===== src/rtl/riscv_pmp_access_gate.sv =====
// ---------------------------------------------------------------------------
// riscv_pmp_access_gate
//
// Request-holding stage between the memory access unit and the BIU, placed
// directly upstream of the PMP checker. It accepts one physical-address
// access at a time and presents it to the PMP checker. The checker returns
// its verdict one cycle later, so the checker is stalled while the gate
// waits. A clean access is forwarded to the BIU. A violating access is
// dropped and reported as an access fault.
//
// Ports
//   clk_i, rst_ni            core clock, asynchronous active-low reset
//   flush_i                  pipeline flush, aborts a pending access
//   req_i, adr_i, size_i,
//   we_i, instruction_i, d_i access request from the memory access unit
//   ack_o                    request accepted this cycle
//   pmp_*_o                  access presented to the PMP checker
//   pmp_stall_o              freezes the PMP checker while an access is held
//   pmp_exception_i          PMP verdict, one cycle after presentation
//   biu_*_o, biu_ack_i       request towards the bus interface unit
//   done_o                   one-cycle pulse, access issued to the BIU
//   fault_o                  one-cycle pulse, PMP access fault
//   fault_cause_o            1 = instruction, 5 = load, 7 = store/AMO fault
//   fault_adr_o              faulting address (trap value)
// ---------------------------------------------------------------------------
package riscv_pmp_pkg;
    typedef enum logic [2:0] {
        BYTE  = 3'b000,
        HWORD = 3'b001,
        WORD  = 3'b010,
        DWORD = 3'b011,
        QWORD = 3'b100
    } biu_size_t;
endpackage

module riscv_pmp_access_gate
    import riscv_pmp_pkg::*;
#(
    parameter int XLEN = 32,
    parameter int PLEN = (XLEN == 32) ? 34 : 56
) (
    input  logic            clk_i,
    input  logic            rst_ni,
    input  logic            flush_i,
    input  logic            req_i,
    input  logic [PLEN-1:0] adr_i,
    input  biu_size_t       size_i,
    input  logic            we_i,
    input  logic            instruction_i,
    input  logic [XLEN-1:0] d_i,
    output logic            ack_o,
    output logic [PLEN-1:0] pmp_adr_o,
    output biu_size_t       pmp_size_o,
    output logic            pmp_we_o,
    output logic            pmp_instruction_o,
    output logic            pmp_stall_o,
    input  logic            pmp_exception_i,
    output logic            biu_req_o,
    output logic [PLEN-1:0] biu_adr_o,
    output biu_size_t       biu_size_o,
    output logic            biu_we_o,
    output logic [XLEN-1:0] biu_d_o,
    input  logic            biu_ack_i,
    output logic            done_o,
    output logic            fault_o,
    output logic [3:0]      fault_cause_o,
    output logic [PLEN-1:0] fault_adr_o
);

    typedef enum logic [1:0] {IDLE, CHECK, ISSUE, FAULT} state_e;

    state_e          state_q, state_d;
    logic [PLEN-1:0] adr_q, adr_d;
    biu_size_t       size_q, size_d;
    logic            we_q, we_d;
    logic            instr_q, instr_d;
    logic [XLEN-1:0] d_q, d_d;
    logic            flushed_q, flushed_d;
    logic            done_q, done_d;
    logic [3:0]      cause_q, cause_d;
    logic [PLEN-1:0] fault_adr_q, fault_adr_d;

    logic accept;

    assign ack_o  = (state_q == IDLE) && !flush_i;
    assign accept = req_i && ack_o;

    // Next-state and holding-register update.
    always_comb begin
        // NOTE: every signal written here gets a default first, so no path
        // leaves a value unassigned and no latch is inferred.
        state_d     = state_q;
        adr_d       = adr_q;
        size_d      = size_q;
        we_d        = we_q;
        instr_d     = instr_q;
        d_d         = d_q;
        flushed_d   = flushed_q;
        done_d      = 1'b0;
        cause_d     = cause_q;
        fault_adr_d = fault_adr_q;

        unique case (state_q)
            IDLE: begin
                if (accept) begin
                    adr_d     = adr_i;
                    size_d    = size_i;
                    we_d      = we_i;
                    instr_d   = instruction_i;
                    d_d       = d_i;
                    flushed_d = 1'b0;
                    state_d   = CHECK;
                end
            end
            CHECK: begin
                // A flush outranks the verdict: the access simply vanishes.
                if (flush_i) begin
                    state_d = IDLE;
                end else if (pmp_exception_i) begin
                    fault_adr_d = adr_q;
                    cause_d     = instr_q ? 4'd1 : (we_q ? 4'd7 : 4'd5);
                    state_d     = FAULT;
                end else begin
                    state_d = ISSUE;
                end
            end
            ISSUE: begin
                // The BIU request cannot be withdrawn once raised; a flush
                // only suppresses the completion pulse of this access.
                if (flush_i) begin
                    flushed_d = 1'b1;
                end
                if (biu_ack_i) begin
                    done_d  = !(flushed_q || flush_i);
                    state_d = IDLE;
                end
            end
            FAULT: begin
                state_d = IDLE;
            end
            default: begin
                state_d = IDLE;
            end
        endcase
    end

    // NOTE: the holding registers sit on the asynchronous reset too, so the
    // BIU and trap-value outputs come out of reset at a defined zero.
    always_ff @(posedge clk_i or negedge rst_ni) begin
        if (!rst_ni) begin
            state_q     <= IDLE;
            adr_q       <= '0;
            size_q      <= BYTE;
            we_q        <= 1'b0;
            instr_q     <= 1'b0;
            d_q         <= '0;
            flushed_q   <= 1'b0;
            done_q      <= 1'b0;
            cause_q     <= '0;
            fault_adr_q <= '0;
        end else begin
            state_q     <= state_d;
            adr_q       <= adr_d;
            size_q      <= size_d;
            we_q        <= we_d;
            instr_q     <= instr_d;
            d_q         <= d_d;
            flushed_q   <= flushed_d;
            done_q      <= done_d;
            cause_q     <= cause_d;
            fault_adr_q <= fault_adr_d;
        end
    end

    // In IDLE the request goes straight through so the checker sees it in
    // the accept cycle; afterwards the checker is frozen on the held copy.
    always_comb begin
        if (state_q == IDLE) begin
            pmp_adr_o         = adr_i;
            pmp_size_o        = size_i;
            pmp_we_o          = we_i;
            pmp_instruction_o = instruction_i;
        end else begin
            pmp_adr_o         = adr_q;
            pmp_size_o        = size_q;
            pmp_we_o          = we_q;
            pmp_instruction_o = instr_q;
        end
    end

    assign pmp_stall_o   = (state_q != IDLE);

    assign biu_req_o     = (state_q == ISSUE);
    assign biu_adr_o     = adr_q;
    assign biu_size_o    = size_q;
    assign biu_we_o      = we_q;
    assign biu_d_o       = d_q;

    assign done_o        = done_q;
    assign fault_o       = (state_q == FAULT);
    assign fault_cause_o = cause_q;
    assign fault_adr_o   = fault_adr_q;

endmodule


===== config.mk =====
export PLATFORM = sky130hd
export DESIGN_NAME = riscv_pmp_access_gate
export DESIGN_NICKNAME = d
export VERILOG_FILES = /design/src/rtl/riscv_pmp_access_gate.sv
export SDC_FILE = /design/constraint.sdc
export NUM_CORES = 1
export LEC_CHECK = 0
export CAP_MARGIN = 20
export CELL_PAD_IN_SITES_DETAIL_PLACEMENT = 1
export CELL_PAD_IN_SITES_GLOBAL_PLACEMENT = 2
export CORE_MARGIN = 8
export CORE_UTILIZATION = 30
export DETAILED_ROUTE_END_ITERATION = 6
export PLACE_DENSITY = 0.91
export SYNTH_ARGS = -nofsm -noshare
export SYNTH_HDL_FRONTEND = slang
export SYNTH_SLANG_ARGS = --single-unit

===== constraint.sdc =====
create_clock -name clk_i -period 2.85 [get_ports clk_i]
set_input_delay 0.285 -clock clk_i [delete_from_list [all_inputs] [get_ports clk_i]]
set_output_delay 0.285 -clock clk_i [all_outputs]
set_load 0.02 [all_outputs]

======== Word-level counts from Yosys, hierarchy flattened ========
Index checks and enable logic that the tools add are counted.
cells by class
  $lt $le $gt $ge ......................... 0
  div/mod/pow operators ................... 0
  muxes and demuxes ....................... 16
  $add $sub $neg .......................... 0
  shift operators ......................... 0
  $mul .................................... 0
  reductions and logical operators ........ 12
  equal/unequal tests ..................... 6
  bitwise logic cells ..................... 1
operators with widths
  operator                                              number
  two-way mux 34 bit                                    1
  two-way mux 2 bit                                     4
  case mux 2 bit (4 select lines)                       1
  two-way mux 1 bit                                     7
  two-way mux 3 bit                                     2
  AND reduction 3 bit                                   2
  equality test 2 bit (second input constant)           2
  != test 2 bit (second input constant)                 2
  AND reduction 2 bit                                   2
  nonzero test 2 bit                                    2
  equality test 2 x 1 -> 1 bit (second input constant)  1
  logical AND 1 bit                                     2
  zero test 1 bit                                       2
  zero test 2 bit                                       1
  != test 2 x 1 -> 1 bit (second input constant)        1
  case mux 1 bit (2 select lines)                       1
  logical OR 1 bit                                      1
  NOT 1 bit                                             1
word-level totals
  word-level logic and storage cells ...... 45
  bits in writable memories ............... 0
  output and inout port bits .............. 152
  latch bits .............................. 0
  memories ................................ 0
  memory bits (read-only) ................. 0
  bits in registers ....................... 113
  bits of input ports ..................... 77

======== Depth between registers and ports, before layout ========
Gate-level depths: netlist of the first run.
  depth after elaboration ................. 5
  gate-level depth with buffers ........... 5
  mapped depth without buffers ............ 3

======== Worst setup path after synthesis of the first run ========
OpenSTA, ideal clock, no wires.
  path kind ............................... register to output
  from .................................... register state_q[0]
  to ...................................... output port pmp_adr_o[10]
  path buffers ............................ 2
  arrival ................................. 1.320 ns
  slack ................................... 1.245 ns
  data required time ...................... 2.565 ns
  cell stages (with the launch flop) ...... 6
  cell sequence ........................... dfrtp_1 -> nor2_2 -> inv_2 -> buf_6 -> buf_6 -> mux2_1
on the way
  word-level cells in the longest chain between the ends .. 2
RTL lines
  what                      line  RTL
  start: declaration        72    state_e state_q, state_d;
  start signal: assignment  162   state_q <= state_d;
  zero test 2 bit           178   if (state_q == IDLE) begin
  two-way mux 34 bit        178
  end: declaration          52    output logic [PLEN-1:0] pmp_adr_o,
No other way between the ends.

======== Worst setup path after layout of the first run ========
  from .................................... register state_q[1]
  to ...................................... output port pmp_size_o[1]
on the way
  word-level cells in the longest chain between the ends .. 2
RTL lines
  what               line  RTL
  zero test 2 bit    178
  two-way mux 3 bit  178
  end: declaration   53    output biu_size_t pmp_size_o,
No other way between the ends.

==> results list, run 1 <==
- The flow ran to the end, but the final reports show violations.
- Failing checks: negative hold slack
- Routability-driven placement finished with a final weighted congestion of 0.7733.
- Setup repair after global routing missed its margin: false
* Horiz. Die Dim: 146.6 um
* Achievable Freq: 380.6 MHz
* Sum of negative setup slack: 0 ns
- Crit path launch: state_q[1]
* Setup WS post-layout: 0.2228 ns
- The multi-input combinational cells in the finished layout cover a total of 2073 um2.
- Clk_skew: 0.009844 ns
- Transition time at the pin with the least slew margin: 0.7285 ns
* Worst-case setup slack after placement: 0.2845 ns
- Area used by sequential logic in the layout: 2803 um2
- The die covers 21500 um2.
- TritonCTS clock tree: done
- The worst hold path belongs to the class primary input to asynchronous set/reset pin.
- The final layout contains 596 nets.
* Rows: 47
* Largest driver fanout on the critical path: 38
- Post-synthesis to final-layout area growth: 51.97%
- Number of setup buffers added after CTS: 0
* Share of synthesized cell area in and, or, nand and nor gates: 1.589%
- The clock reaches the later pin of the worst-skew pair after 0.35 ns.
- DRC marker count from the first detailed-route iteration: 90
- Worst endpoint required time: 2.57 ns
* Max-capacitance violation count: 0
- The number of antenna diodes in the final layout is 0.
- The number of nets in the synthesized netlist is 370.
- The number of antenna violations at the first check in global routing was 0.
* Count of nets left with antenna violations after detail routing: 0
- Multiplexer cells account for 38.33% of the synthesized area.
- TritonCTS created 9 clock buffers.
- Leakage: 3.287 nW
* Slew Limit Fails: 0
- In this run the cell area of the synthesized design comes to 5119 um2.
- Global routing finished with a remaining overflow of 0.
- In the final routing, the length of wire on met1 measures 5.950 mm.
* Cts-stage hold buffer count: 0
- Number of filler instances in the final layout: 1710
- Vias per inst: 4.538
- After synthesis, the largest family of logic cells by area is multiplexers.
* Final hold violation count: 5
- Met2 wire length: 7.639 mm
- Power density normalized to cell area: 922.4 nW/um2
- Of the total synthesized cell area, the portion taken by full adders, half adders and majority gates is 0%.
- Global routing used 14.27% of the available tracks across all layers.
* Post-DR wirelength/cell: 20.37 um
- Number of cells produced by synthesis: 293
- Post-Syn Area per Cell: 17.47 um2
- After layout, the worst path uses 92.18% of the clock period.
* Flip-flop cell with the highest count after synthesis: sky130_fd_sc_hd__dfrtp_1
- Wire length of the first global-routing pass: 24.16 mm
- For this run, the slowest stage of the critical path takes 0.55 ns.
- In this run the deepest clock path goes through 2 buffers.
- Ports placed on the boundary: 229
* EDFF count, synth: 0
- By startpoint and endpoint, the worst setup path is classified as register to output pin.
- In the detailed route, the total length drawn on met3 is 1.300 mm.
- In the routed design, unresolved DRC markers number 0.
- Crit start category: register
- The startpoint identified for the worst register-to-register timing path is state_q[0].
- Clock tree root buffer cell: sky130_fd_sc_hd__clkbuf_16
- Critical-path top delay cell: sky130_fd_sc_hd__clkdlybuf4s50_1
- For this block, the via count after detailed routing is 3372.
- The clock period could shrink to 2.627 ns.
* Synth Area in XOR/XNOR: 0%
* Final-report setup violation count: 0
- Via count of the first global-routing pass: 4044
- The signal on the critical path passes through nor2_2 > inv_4 > mux2_2 > clkdlybuf4s50_1.
* Count of distinct cell types in the synthesized netlist: 22
* Worst slew margin relative to its limit: 51.44%
* Number of warnings reported in the yosys synthesis log: 0
- Fraction of layout cells with a size suffix above 1: 30.21%
* Number of sinks handled by clock tree synthesis: 112
- Area fraction in compound gates after synthesis: 0.3422%
* H-tree Lvls: 3
- The share of the Yosys chip area taken by registers is 54.75%.
* Tightest hold margin: -0.006568 ns
- PostCTS Resize Cnt: 1
- Post-detail-place hpwl: 11.48 mm
* First drt pass iteration count: 4
* Pin count of the biggest net entering global routing: 60
- The total area inside the core boundary comes to 16640 um2.
* Starting utilization of the core area: 30.76%
- The die is 146.6 um tall.
- Number of register bits inferred by synthesis: 112
- Critical Path AT: 2.34 ns
- STA classifies the critical path endpoint as an output pin.
- Clock transition time at the flip-flop clock pins of the worst setup and hold paths: 0.07 ns
- Peak supply drop: 0.0004473 V
* Wire length reported by the detailed router: 15.13 mm
- Signal routing reaches up to met4.
- Fraction of synthesis flops using an asynchronous set or reset pin: 100.0%
- IO Port Bufs: 227
cells in the mapped netlist (2+ instances only):
master	n	share of area, %
sky130_fd_sc_hd__buf_12	7	2.7
sky130_fd_sc_hd__buf_2	2	0.20
sky130_fd_sc_hd__buf_6	7	1.5
sky130_fd_sc_hd__dfrtp_1	112	55
sky130_fd_sc_hd__inv_1	3	0.22
sky130_fd_sc_hd__mux2_1	10	2.2
sky130_fd_sc_hd__mux2_2	50	11
sky130_fd_sc_hd__mux2_4	85	25
sky130_fd_sc_hd__nor2_1	2	0.15
sky130_fd_sc_hd__o2bb2ai_1	2	0.34
sky130_fd_sc_hd__or2_1	2	0.24
cells by family (layout without fill, tap and decap cells):
logic type,Yosys count,count (layout)
AND/OR/NAND/NOR,11,11
buffers and inverters,21,251
flip-flops,112,112
other,1,1
AO/OA/AOI/OAI,2,2
multiplexers,146,146
flip-flops by register name, indices dropped and copies added, names as in the netlist, 2 cells and up:
name,count
fault_adr_o,34
state_q,2
biu_size_o,3
biu_d_o,32
biu_adr_o,34
fault_cause_o,3
final cells by class:
type	instances	share of cell area, %
clock buffer	12	3.169
clock inverter	3	0.2413
multi-input combinational	160	26.65
inverter	4	0.2252
tap	220	3.539
sequential	112	36.03
timing repair buffer	232	30.14
worst paths after layout:
| kind | cells past startpoint | slack, ns | to |
|---|---|---|---|
| max in group asynchronous | 2 | 2.08 | biu_adr_o[10] |
| min in group clk_i | 1 | 0.45 | done_o |
| min | 1 | -0.007 | biu_d_o[16] |
| min reg2reg | 1 | 0.45 | done_o |
| max | 4 | 0.22 | pmp_size_o[1] |
| max reg2reg | 3 | 1.09 | biu_d_o[13] |
metal layers:
layer	vias to the layer above	global-route usage, %
met1	1739	15.60
li1	1477	-
met3	14	6.366
met5	-	0
met2	142	24.33
met4	0	4.431
layout by cell type, fill, tap and decap left out:
master	instances
sky130_fd_sc_hd__clkdlybuf4s50_1	226
sky130_fd_sc_hd__clkinv_2	2
sky130_fd_sc_hd__inv_1	3
sky130_fd_sc_hd__mux2i_1	1
sky130_fd_sc_hd__nand2b_1	1
sky130_fd_sc_hd__mux2_2	50
sky130_fd_sc_hd__dfrtp_1	112
sky130_fd_sc_hd__mux2_4	85
sky130_fd_sc_hd__and2_1	1
sky130_fd_sc_hd__or2_1	2
sky130_fd_sc_hd__clkbuf_16	9
sky130_fd_sc_hd__nor4b_4	1
sky130_fd_sc_hd__clkinv_4	1
sky130_fd_sc_hd__nor2_2	1
sky130_fd_sc_hd__buf_4	3
sky130_fd_sc_hd__o2bb2ai_1	2
sky130_fd_sc_hd__and4bb_2	1
sky130_fd_sc_hd__nor2b_1	1
sky130_fd_sc_hd__nor4b_1	1
sky130_fd_sc_hd__conb_1	1
sky130_fd_sc_hd__nor2_1	2
sky130_fd_sc_hd__mux2_1	10
sky130_fd_sc_hd__buf_12	3
sky130_fd_sc_hd__clkbuf_1	2
sky130_fd_sc_hd__clkbuf_8	1
sky130_fd_sc_hd__inv_4	1
power breakdown:
part | switching [mW] | internal, mW | leakage, nW
sequential | 0.398 | 2.13 | 1.33
clock | 0.544 | 0.612 | 0.132
combinational | 1.55 | 1.93 | 1.82
total | 2.50 | 4.68 | 3.29
per-stage QoR:
step           power, mW  hold WS (ns)  cell area, um2  instances  utilization (%)
2_1_floorplan      4.319      -0.01059            5119        293                -
3_3_place_gp       6.000        0.3743            7511        728            45.13
3_5_place_dp       6.096        0.3898            7511        728            45.13
4_1_cts            7.315      0.005002            7779        743            46.74
5_1_grt            7.567       0.02929            7779        743            46.74
6_report           7.175     -0.006568            7779        743            46.74
worst max-delay path: cells and delay by family (launching register included):
kind                   cells  cell delay (ns)
AND/OR/NAND/NOR            1             0.12
buffers and inverters      2             0.97
flip-flops                 1             0.47
multiplexers               1             0.41
Note: power is estimated with default switching activity, not from simulation.
==> inputs of run 2 (changes only) <==
--- a/config.mk
+++ b/config.mk
@@ -9,9 +9,11 @@
 export CELL_PAD_IN_SITES_DETAIL_PLACEMENT = 1
 export CELL_PAD_IN_SITES_GLOBAL_PLACEMENT = 2
 export CORE_MARGIN = 8
-export CORE_UTILIZATION = 30
+export CORE_UTILIZATION = 42
 export DETAILED_ROUTE_END_ITERATION = 6
-export PLACE_DENSITY = 0.91
+export DONT_BUFFER_PORTS = 1
+export GPL_TIMING_DRIVEN = 0
+export PLACE_DENSITY = 0.84
 export SYNTH_ARGS = -nofsm -noshare
 export SYNTH_HDL_FRONTEND = slang
 export SYNTH_SLANG_ARGS = --single-unit
==> constraint.sdc (replaced) <==
create_clock -name clk_i -period 2.71 [get_ports clk_i]
set_input_delay 0.271 -clock clk_i [delete_from_list [all_inputs] [get_ports clk_i]]
set_output_delay 0.271 -clock clk_i [all_outputs]
set_load 0.02 [all_outputs]
==> results list, run 2 (synthesis results as in run 1) <==
* Pin count of the biggest net entering global routing: 113 (+88%)
- Crit path capture type: output pin
- Sequential share of power: 56.7% (+21 points)
- Detailed-route DRC error count: 0 (unchanged)
* Power density normalized to cell area: 1101 nW/um2 (+19%)
- Crit path launch: state_q[0]
* Clock tree root buffer cell: sky130_fd_sc_hd__clkbuf_16
* Tightest hold margin: -0.3779 ns (-0.3713 ns)
- The ratio of cells with drive above 1 in the final layout came to 54.34% (+24 points).
- Met2 wire length: 5.937 mm (-22%)
* Worst hold path type: primary input to asynchronous set/reset pin
* Worst endpoint required time: 2.44 ns (-0.13 ns)
* Min cycle time layout: 2.148 ns
- Startpoint of the lowest-slack register-to-register path: state_q[0]
- Total Nets Final: 383 (-36%)
- First drt pass iteration count: 3 (-1)
- Sw Ratio: 37.84% (+3.0 points)
- The vias per cell is 5.467 (+20%).
- Vertical extent of the die: 126.4 um (-14%)
* Met1 WL: 4.324 mm (-27%)
- The routed wire length is 12.11 mm (-20%).
* Rows: 40 (-15%)
- Most frequent cells in the layout: 112 x sky130_fd_sc_hd__dfrtp_1, 85 x sky130_fd_sc_hd__mux2_4, 50 x sky130_fd_sc_hd__mux2_2, 10 x sky130_fd_sc_hd__mux2_1, 9 x sky130_fd_sc_hd__clkbuf_16
- The core footprint came to 11960 um2 (-28%).
* Peak supply drop: 0.0005775 V (+29%)
* Post-DR wirelength/cell: 26.43 um (+30%)
* Wire length of the first global-routing pass: 18.84 mm (-22%)
- The count of vias placed by the detailed router is 2504 (-26%).
- Final hold violation count: 112 (+107)
- Highest routing layer actually used: met5
- The aggregate global-route resource usage came to 15.19% (+0.92 points).
- The weighted congestion reported at the end of routability-driven placement came to 0.7616 (-1.5%).
- Initial antenna violation count: 1 (+1)
* TritonCTS clock tree: done
- The number of buffers added on ports came to 0 (-100%).
- The number of buffers between clock root and the deepest sink is 2 (unchanged).
- Number of filler instances in the final layout: 1152 (-33%)
- Internal Dissipation: 3.848 mW (-18%)
- The post-CTS setup buffer count is 0 (unchanged).
- The starting density of the core came to 42.79% (+12 points).
- The flow ran to the end, but the final reports show violations.
* DRC marker count from the first detailed-route iteration: 78 (-13%)
* Max-capacitance violation count: 0 (unchanged)
* Number of sinks handled by clock tree synthesis: 112 (unchanged)
* Clk_skew: 0.004603 ns (-0.005241 ns)
- The die width is 126.4 um (-14%).
- The clock insertion delay at the later pin of the skew report is 0.34 ns (about the same).
- Count of antenna diodes in the layout: 0 (unchanged)
- Failing checks: negative hold slack
* Slew Limit Fails: 0 (unchanged)
- Number of clock buffers inserted by TritonCTS: 9 (unchanged)
- Leaving out fill and tap cells, the most frequent cell in the layout is sky130_fd_sc_hd__dfrtp_1.
- The number of hold buffers added after CTS was 2 (+2).
- The die area is 15980 um2 (-26%).
* Crit path kind: register to output pin
* Leakage: 2.509 nW (-24%)
- Ports placed on the boundary: 229 (unchanged)
- Setup repair after global routing missed its margin: false
- H-tree Lvls: 3 (unchanged)
* Via count of the first global-routing pass: 2968 (-27%)
- Derived from the worst setup path, the maximum achievable clock frequency is 465.7 MHz.
- Post-synthesis to final-layout area growth: 9.851%
- The routed wire length on met3 was 1.686 mm (+30%).
* Critical Path AT: 1.88 ns (-0.46 ns)
- The final setup violation count came to 0 (unchanged).
- Portion of the clock cycle consumed by the worst path in the final layout: 79.24%
- The relative contribution of the clock network to total power was 21.4% (+5.3 points).
* Count of nets left with antenna violations after detail routing: 0 (unchanged)
* Clock transition time at the flip-flop clock pins of the worst setup and hold paths: 0.07 ns (about the same)
* Sw power: 2.343 mW (-6.2%)
- The accumulated negative setup slack was 0 ns (unchanged).
* Combinational cell fraction of total power: 21.9% (-27 points)
- The sum of overflow across all layers after global routing is 0 (unchanged).
* Largest driver fanout on the critical path: 10 (-74%)
* Total Power Consumption: 6.191 mW (-14%)
* Post-detail-place hpwl: 8.951 mm (-22%)
- PostCTS Resize Cnt: 0 (-1)
- The worst setup path is launched from a register.
-- run 2: changes by cell type in the layout (fill, tap and decap cells not counted), sizes merged --
| cell | previous run | this run |
|---|---|---|
| clkinv | 3 | 2 |
| clkbuf | 12 | 13 |
| bufinv | 0 | 1 |
| dlygate4sd3 | 0 | 2 |
| clkdlybuf4s50 | 226 | 0 |
| buf | 6 | 17 |
-- run 2: worst paths after layout --
check                            endpoint  slack [ns]  cells past startpoint
min reg2reg                        done_o        0.45                      1
min                           biu_d_o[12]       -0.38                      0
max in group asynchronous  fault_adr_o[2]        2.86                      0
min in group clk_i                instr_q        0.07                      1
max                         pmp_adr_o[10]        0.56                      5
max reg2reg                 biu_adr_o[18]        1.06                      4
-- run 2: final cells by class --
cell class / count / area (um2) / share of cell area, %
tap: 147 / 183.9 / 3.271
buffer: 17 / 236.5 / 4.206
timing repair buffer: 2 / 20.02 / 0.3560
sequential: 112 / 2803 / 49.84
clock buffer: 13 / 260.3 / 4.628
inverter: 4 / 15.01 / 0.2670
multi-input combinational: 160 / 2064 / 36.72
clock inverter: 3 / 40.04 / 0.7121
-- run 2: per-layer routing --
metal | GRT usage [%] | up-vias
met2 | 25.03 | 153
li1 | - | 1057
met3 | 8.672 | 12
met5 | 0 | -
met4 | 4.671 | 2
met1 | 16.18 | 1280
-- run 2: critical path: stages, from the launching register on --
cell and delay, ns:
sky130_fd_sc_hd__dfrtp_1 0.44, sky130_fd_sc_hd__nor2_2 0.27, sky130_fd_sc_hd__inv_2 0.07, sky130_fd_sc_hd__buf_6 0.16, sky130_fd_sc_hd__buf_6 0.16, sky130_fd_sc_hd__mux2_1 0.43
-- run 2: metrics by stage --
| step | instances | worst slack (ns) | utilization (%) | cell area, um2 |
|---|---|---|---|---|
| final | 458 | 0.5625 | 47.01 | 5623 |
| after CTS | 458 | 0.5246 | 47.01 | 5623 |
| after global placement | 440 | 0.9431 | 44.33 | 5303 |
| after floorplan | 293 | 1.119 | - | 5119 |
| after global routing | 458 | 0.4722 | 47.01 | 5623 |
| after detailed placement | 440 | 0.9199 | 44.33 | 5303 |
-- run 2: power groups by stage --
stage                     clock network, mW  logic (mW)  registers [mW]
after floorplan                           0        1.23            3.31
after global placement                    0        1.32            3.54
after detailed placement                  0        1.37            3.55
after CTS                              1.38        1.38            3.53
after global routing                   1.43        1.46            3.60
final                                  1.33        1.36            3.51
